`src/rtl/mem_arbiter_pkg.sv`:
```
// Shared types and defaults for the fetch/data memory arbiter.
package mem_arbiter_pkg;

  localparam int unsigned ADDR_W           = 32;
  localparam int unsigned DATA_W           = 32;
  localparam int unsigned STARVE_LIMIT_DEF = 4;
  localparam int unsigned MEM_LAT_MAX_DEF  = 15;

  typedef enum logic [1:0] {
    IDLE    = 2'd0,
    GRANT_I = 2'd1,
    GRANT_D = 2'd2
  } arb_state_e;

  // Command held toward memory for the whole transaction
  typedef struct packed {
    logic              we;
    logic [ADDR_W-1:0] addr;
    logic [DATA_W-1:0] wdata;
  } mem_cmd_t;

  // Bits needed to hold 0..max_val (at least one bit)
  function automatic int unsigned cnt_width(input int unsigned max_val);
    return (max_val < 1) ? 1 : $clog2(max_val + 1);
  endfunction

endpackage

```
`src/rtl/mem_arbiter_if.sv`:
```
// Bundle of requester-side and memory-side signals of the arbiter.
// slave is the arbiter's view; master is the requesters plus memory.
interface mem_arbiter_if;
  import mem_arbiter_pkg::*;

  logic              if_req;
  logic [ADDR_W-1:0] if_addr;
  logic [DATA_W-1:0] if_rdata;
  logic              if_ready;

  logic              d_req;
  logic              d_we;
  logic [ADDR_W-1:0] d_addr;
  logic [DATA_W-1:0] d_wdata;
  logic [DATA_W-1:0] d_rdata;
  logic              d_ready;

  logic              m_req;
  logic              m_we;
  logic [ADDR_W-1:0] m_addr;
  logic [DATA_W-1:0] m_wdata;
  logic [DATA_W-1:0] m_rdata;
  logic              m_ack;

  logic              timeout_err;

  modport slave (
    input  if_req, if_addr, d_req, d_we, d_addr, d_wdata, m_rdata, m_ack,
    output if_rdata, if_ready, d_rdata, d_ready,
    output m_req, m_we, m_addr, m_wdata, timeout_err
  );

  modport master (
    output if_req, if_addr, d_req, d_we, d_addr, d_wdata, m_rdata, m_ack,
    input  if_rdata, if_ready, d_rdata, d_ready,
    input  m_req, m_we, m_addr, m_wdata, timeout_err
  );

endinterface

```
`src/rtl/mem_arbiter.sv`:
```
// Arbitrates one shared memory port between instruction fetch and data
// access, data first with a starvation bound, plus an ack timeout.
module mem_arbiter
  import mem_arbiter_pkg::*;
#(
  parameter int unsigned STARVE_LIMIT = STARVE_LIMIT_DEF,
  parameter int unsigned MEM_LAT_MAX  = MEM_LAT_MAX_DEF
) (
  input  logic          clk,
  input  logic          reset,
  mem_arbiter_if.slave  bus
);

  localparam int unsigned STARVE_W = cnt_width(STARVE_LIMIT);
  localparam int unsigned LAT_W    = cnt_width(MEM_LAT_MAX);

  arb_state_e        state;
  mem_cmd_t          cmd;
  logic              m_req_q;
  logic              if_ready_q;
  logic              d_ready_q;
  logic [DATA_W-1:0] if_rdata_q;
  logic [DATA_W-1:0] d_rdata_q;
  logic [STARVE_W-1:0] starve_cnt;
  logic [LAT_W-1:0]  lat_cnt;
  logic              timeout_err_q;

  logic                idle_ok_c;
  logic                pick_d_c;
  logic                lat_expired_c;
  logic [STARVE_W-1:0] starve_next_c;

  // Arbitrate only once both ready pulses are gone, so a requester still
  // holding its request during its own ready cycle is not served twice.
  assign idle_ok_c     = ~(if_ready_q | d_ready_q);
  assign pick_d_c      = bus.d_req && (!bus.if_req || (starve_cnt < STARVE_W'(STARVE_LIMIT)));
  assign lat_expired_c = (MEM_LAT_MAX != 0) && (lat_cnt == LAT_W'(MEM_LAT_MAX - 1));
  assign starve_next_c = (starve_cnt == STARVE_W'(STARVE_LIMIT)) ? starve_cnt
                                                                  : starve_cnt + STARVE_W'(1);

  always_ff @(posedge clk) begin
    if (reset) begin
      state         <= IDLE;
      cmd           <= '0;
      m_req_q       <= 1'b0;
      if_ready_q    <= 1'b0;
      d_ready_q     <= 1'b0;
      if_rdata_q    <= '0;
      d_rdata_q     <= '0;
      starve_cnt    <= '0;
      lat_cnt       <= '0;
      timeout_err_q <= 1'b0;
    end else begin
      if_ready_q <= 1'b0;
      d_ready_q  <= 1'b0;
      case (state)
        IDLE: begin
          if (idle_ok_c) begin
            if (pick_d_c) begin
              state      <= GRANT_D;
              cmd        <= '{we: bus.d_we, addr: bus.d_addr, wdata: bus.d_wdata};
              m_req_q    <= 1'b1;
              lat_cnt    <= '0;
              starve_cnt <= bus.if_req ? starve_next_c : '0;
            end else if (bus.if_req) begin
              state      <= GRANT_I;
              cmd        <= '{we: 1'b0, addr: bus.if_addr, wdata: '0};
              m_req_q    <= 1'b1;
              lat_cnt    <= '0;
              starve_cnt <= '0;
            end
          end
        end
        GRANT_I, GRANT_D: begin
          if (bus.m_ack || lat_expired_c) begin
            state   <= IDLE;
            m_req_q <= 1'b0;
            lat_cnt <= '0;
            if (!bus.m_ack) timeout_err_q <= 1'b1;
            if (state == GRANT_I) begin
              if_ready_q <= 1'b1;
              if_rdata_q <= bus.m_ack ? bus.m_rdata : '0;
            end else begin
              d_ready_q <= 1'b1;
              // Stores keep the last load value; a timeout returns zero
              if (!bus.m_ack)   d_rdata_q <= '0;
              else if (!cmd.we) d_rdata_q <= bus.m_rdata;
            end
          end else begin
            lat_cnt <= lat_cnt + LAT_W'(1);
          end
        end
        default: begin
          state   <= IDLE;
          m_req_q <= 1'b0;
        end
      endcase
    end
  end

  assign bus.m_req       = m_req_q;
  assign bus.m_we        = cmd.we;
  assign bus.m_addr      = cmd.addr;
  assign bus.m_wdata     = cmd.wdata;
  assign bus.if_ready    = if_ready_q;
  assign bus.if_rdata    = if_rdata_q;
  assign bus.d_ready     = d_ready_q;
  assign bus.d_rdata     = d_rdata_q;
  assign bus.timeout_err = timeout_err_q;

endmodule
```
`src/flat_wrapper.sv`:
```
// flat-port wrapper written by rule: the top's interface ports become plain ports
module mem_arbiter_flat import mem_arbiter_pkg::*;
#(
  parameter int unsigned STARVE_LIMIT = STARVE_LIMIT_DEF,
  parameter int unsigned MEM_LAT_MAX  = MEM_LAT_MAX_DEF
)
  (clk, reset, bus_if_req, bus_if_addr, bus_d_req, bus_d_we, bus_d_addr, bus_d_wdata, bus_m_rdata, bus_m_ack, bus_if_rdata, bus_if_ready, bus_d_rdata, bus_d_ready, bus_m_req, bus_m_we, bus_m_addr, bus_m_wdata, bus_timeout_err);
  mem_arbiter_if bus_i ();
  input  logic clk;
  input  logic reset;
  input wire logic [$bits(bus_i.if_req)-1:0] bus_if_req;
  input wire logic [$bits(bus_i.if_addr)-1:0] bus_if_addr;
  input wire logic [$bits(bus_i.d_req)-1:0] bus_d_req;
  input wire logic [$bits(bus_i.d_we)-1:0] bus_d_we;
  input wire logic [$bits(bus_i.d_addr)-1:0] bus_d_addr;
  input wire logic [$bits(bus_i.d_wdata)-1:0] bus_d_wdata;
  input wire logic [$bits(bus_i.m_rdata)-1:0] bus_m_rdata;
  input wire logic [$bits(bus_i.m_ack)-1:0] bus_m_ack;
  output wire logic [$bits(bus_i.if_rdata)-1:0] bus_if_rdata;
  output wire logic [$bits(bus_i.if_ready)-1:0] bus_if_ready;
  output wire logic [$bits(bus_i.d_rdata)-1:0] bus_d_rdata;
  output wire logic [$bits(bus_i.d_ready)-1:0] bus_d_ready;
  output wire logic [$bits(bus_i.m_req)-1:0] bus_m_req;
  output wire logic [$bits(bus_i.m_we)-1:0] bus_m_we;
  output wire logic [$bits(bus_i.m_addr)-1:0] bus_m_addr;
  output wire logic [$bits(bus_i.m_wdata)-1:0] bus_m_wdata;
  output wire logic [$bits(bus_i.timeout_err)-1:0] bus_timeout_err;
  assign bus_i.if_req = bus_if_req;
  assign bus_i.if_addr = bus_if_addr;
  assign bus_i.d_req = bus_d_req;
  assign bus_i.d_we = bus_d_we;
  assign bus_i.d_addr = bus_d_addr;
  assign bus_i.d_wdata = bus_d_wdata;
  assign bus_i.m_rdata = bus_m_rdata;
  assign bus_i.m_ack = bus_m_ack;
  assign bus_if_rdata = bus_i.if_rdata;
  assign bus_if_ready = bus_i.if_ready;
  assign bus_d_rdata = bus_i.d_rdata;
  assign bus_d_ready = bus_i.d_ready;
  assign bus_m_req = bus_i.m_req;
  assign bus_m_we = bus_i.m_we;
  assign bus_m_addr = bus_i.m_addr;
  assign bus_m_wdata = bus_i.m_wdata;
  assign bus_timeout_err = bus_i.timeout_err;
  mem_arbiter #(.STARVE_LIMIT(STARVE_LIMIT), .MEM_LAT_MAX(MEM_LAT_MAX)) u_core (.clk(clk), .reset(reset), .bus(bus_i));
endmodule
```
`config.mk`:
```
export PLATFORM = sky130hd
export DESIGN_NAME = mem_arbiter_flat
export DESIGN_NICKNAME = d
export VERILOG_FILES = /design/src/rtl/mem_arbiter_pkg.sv /design/src/rtl/mem_arbiter_if.sv /design/src/rtl/mem_arbiter.sv /design/src/flat_wrapper.sv
export SDC_FILE = /design/constraint.sdc
export NUM_CORES = 1
export LEC_CHECK = 0
export ABC_AREA = 1
export CAP_MARGIN = 20
export CORE_UTILIZATION = 40
export DETAILED_ROUTE_END_ITERATION = 8
export DONT_BUFFER_PORTS = 1
export PLACE_DENSITY = 0.66
export SLEW_MARGIN = 40
export SYNTH_ARGS = -nofsm -noshare
export SYNTH_HDL_FRONTEND = slang
export SYNTH_SLANG_ARGS = --single-unit
```
`constraint.sdc`:
```
create_clock -name clk -period 2.8 [get_ports clk]
set_input_delay 0.56 -clock clk [delete_from_list [all_inputs] [get_ports clk]]
set_output_delay 0.56 -clock clk [all_outputs]
set_load 0.02 [all_outputs]
```
==> results.py <==
metrics = {
    "synth": {
        "synthFlopType": "dfxtp_1",
        "ys_ff_latch": 142,
        "synth_top_area_share": 0.502,
        "synth_edf_count": 0,
        "ys_types": 21,
        "synth_top_area_cell": "dfxtp_1",
        "synthesis.area_mm2": 0.00567,
        "yosysMostFrequentCell": "nand2_1",
        "synth.area.top_cells": "dfxtp_1 (50%), nand2_1 (17%), a21oi_1 (15%)",
        "synth_common_cells": "nand2_1 (252), a21oi_1 (168), dfxtp_1 (142)",
        "synthesis.nets": 905,
        "syn_area_per_cell_um2": 7.41,
        "synthCells": 765,
        "ys_warn_count": 0,
        "async_flop_share": 0,
        "yosysSeqAreaShare": 0.502,
    },
    "routing": {
        "final_antenna_net_count": 0,
        "drt_wl_total_um": 15200,
        "num_vias": 4935,
        "via_per_inst": 5.28,
        "drtPass1Iterations": 4,
        "drc": 0,
        "drt-initial-drc-count": 282,
        "wl_per_cell_um": 16.3,
    },
    "outcome": {
        "status": "completed",
    },
    "pwr": {
        "power_mw": 5.25,
        "p_leak_nw": 2.49,
        "p_sw_mw": 1.55,
        "p_comb_frac": 0.114,
        "clkPwrFrac": 0.412,
        "intPower_mw": 3.70,
        "p_per_area_mw_per_mm2": 834,
        "power_frac_seq": 0.473,
        "swShare": 0.296,
        "ir_drop_uv": 366,
    },
    "floorplan": {
        "dieWidth_um": 121,
        "die_y_um": 121,
        "die-area_mm2": 0.0146,
        "initial_utilization": 0.410,
        "coreArea_mm2": 0.0138,
        "io_pins": 267,
        "row_count": 43,
    },
    "clock_tree": {
        "cts_tree": "yes",
        "htreeDepth": 4,
        "clock_sinks": 142,
        "ctsResizeCount": 0,
        "clk_latency_ns": 0.42,
        "clkTransAtPathRegs_ns": 0.06,
        "clock_path_buffers": 2,
        "cts_setup_buffers": 0,
        "cts_hold_buf": 0,
        "numCtsBuffers": 17,
        "root_buffer": "clkbuf_16",
    },
    "worst_setup_path": {
        "crit_fanout": 37,
        "setup.reg_to_reg.worst_slack_ns": 0.92,
        "worstSetupPathType": "register to register",
        "crit_required_ns": 3.15,
        "endpoint_kind": "register",
        "cp-start-kind": "register",
        "cp.arrival_ns": 2.23,
    },
    "layout": {
        "final_nets": 881,
        "instances_no_fill": 934,
        "area_delta_synth_final_pct": 11.2,
        "n_antenna_cell": 0,
        "drive_gt1_frac": 0.0690,
    },
    "timing": {
        "rsz0062_at_grt": "no",
        "whs_ns": 0.214,
        "drv_slew": 0,
        "tns_ns": 0,
        "fin_crit_sh": 0.673,
        "slew_headroom": 0.649,
        "clock-skew-final_ns": 0.0106,
        "max_freq_mhz": 531,
        "tightestPinTransition_ns": 0.526,
        "final-setup-viol-count": 0,
        "min_period_ns": 1.88,
        "hold_viol": 0,
    },
    "placement": {
        "dpl.cell_count": 902,
        "routabilityCongestion": 0.845,
        "dp_hpwl_um": 10200,
        "port_buffers": 0,
    },
    "global_routing": {
        "antenna_found_initial": 0,
        "grt_pass1_vias": 4466,
        "gr-usage-all-layers": 0.204,
        "grt_max_degree": 103,
        "grt_pass1_wl_um": 23400,
        "globalRouteOverflowTotal": 0,
    },
    "worst_hold_path": {
        "hold_path.class": "input pin to register",
    },
    "job": {
        "cap_violations": 0,
    },
}
==> per-stage QoR <==
| stage | setup WS [ns] | util | instance area (µm²) |
|---|---|---|---|
| floorplan | 1.31 | - | 5670 |
| global placement | 0.886 | 0.415 | 5740 |
| detailed placement | 0.861 | 0.415 | 5740 |
| CTS | 0.889 | 0.456 | 6300 |
| global route | 0.595 | 0.456 | 6300 |
| finish | 0.916 | 0.456 | 6300 |
==> flip-flops by register name, indices dropped and copies added (netlist names) <==
| signal | flops |
|---|---|
| u_core.bus.m_req | 1 |
| u_core.bus.if_ready | 1 |
| u_core.bus.m_wdata | 32 |
| u_core.bus.m_addr | 32 |
| u_core.lat_cnt | 4 |
| u_core.state | 2 |
| u_core.bus.if_rdata | 32 |
| u_core.bus.d_ready | 1 |
| u_core.starve_cnt | 3 |
| u_core.bus.timeout_err | 1 |
| u_core.bus.m_we | 1 |
| u_core.bus.d_rdata | 32 |
==> critical path: stages (launching register included) <==
cell and delay [ns]:
dfxtp_1 0.32, inv_1 0.08, ha_1 0.23, nand3_4 0.34, inv_2 0.54, o21ai_0 0.15, a21oi_1 0.15
==> cell families (layout without fill, tap and decap cells) <==
kind of cell    Yosys count  after routing  synth area share
buf+inv                 104             93            0.0775
compound gates          205            205             0.182
fa+ha+maj                 6              6            0.0132
simple gates            308            308             0.226
flops                   142            142             0.502
==> final cells by class <==
type	count	area, µm²
Inverter	47	176
Tap cell	180	225
Fill cell	1395	7520
Sequential cell	142	2840
Clock inverter	11	118
Timing Repair Buffer	14	105
Multi-Input combinational cell	519	2390
Clock buffer	21	450
==> power groups by stage <==
stage / clock network [mW] / registers, mW / logic, mW
floorplan: 0 / 2.48 / 0.518
CTS: 2.22 / 2.49 / 0.605
finish: 2.17 / 2.49 / 0.600
global route: 2.31 / 2.50 / 0.696
global placement: 0 / 2.53 / 0.597
detailed placement: 0 / 2.53 / 0.604
==> worst paths after layout <==
| check | from | endpoint | cells past startpoint |
|---|---|---|---|
| max | u_core.state[1] | u_core.bus.m_addr[2] | 6 |
| min | reset | u_core.starve_cnt[2] | 1 |
| max reg2reg | u_core.state[1] | u_core.bus.m_addr[2] | 6 |
| min reg2reg | u_core.starve_cnt[2] | u_core.starve_cnt[2] | 2 |
==> metal layers <==
layer / global-route usage / vias up / routed length, µm
met3: 0.0733 / 38 / 1350
met1: 0.264 / 2238 / 6410
li1: - / 2452 / -
met4: 0.102 / 0 / 459
met5: 0 / - / 0
met2: 0.299 / 207 / 6960
==> layout by cell type (no fill, tap or decap) <==
cell type   synthesis  routed
a21oi_1           168     168
clkbuf_1           24       3
buf_4               5      14
inv_1              45      45
clkbuf_8            0       1
o21ai_1             2       2
inv_2               2       2
nor3_1              1       1
nand3_1            10      10
clkinv_2            0       5
nor2_2              1       1
a21oi_2             1       1
nand2_2             3       3
clkbuf_16           0      17
nand4_1            32      32
dfxtp_1           142     142
nor2_1              7       7
bufinv_16           0       2
o21ai_0            34      34
nand2_1           252     252
clkinv_4            0       2
nor2_4              1       1
clkinvlp_4          0       2
ha_1                6       6
nand3_4             1       1
No activity file was read; power rests on OpenSTA's default activity.
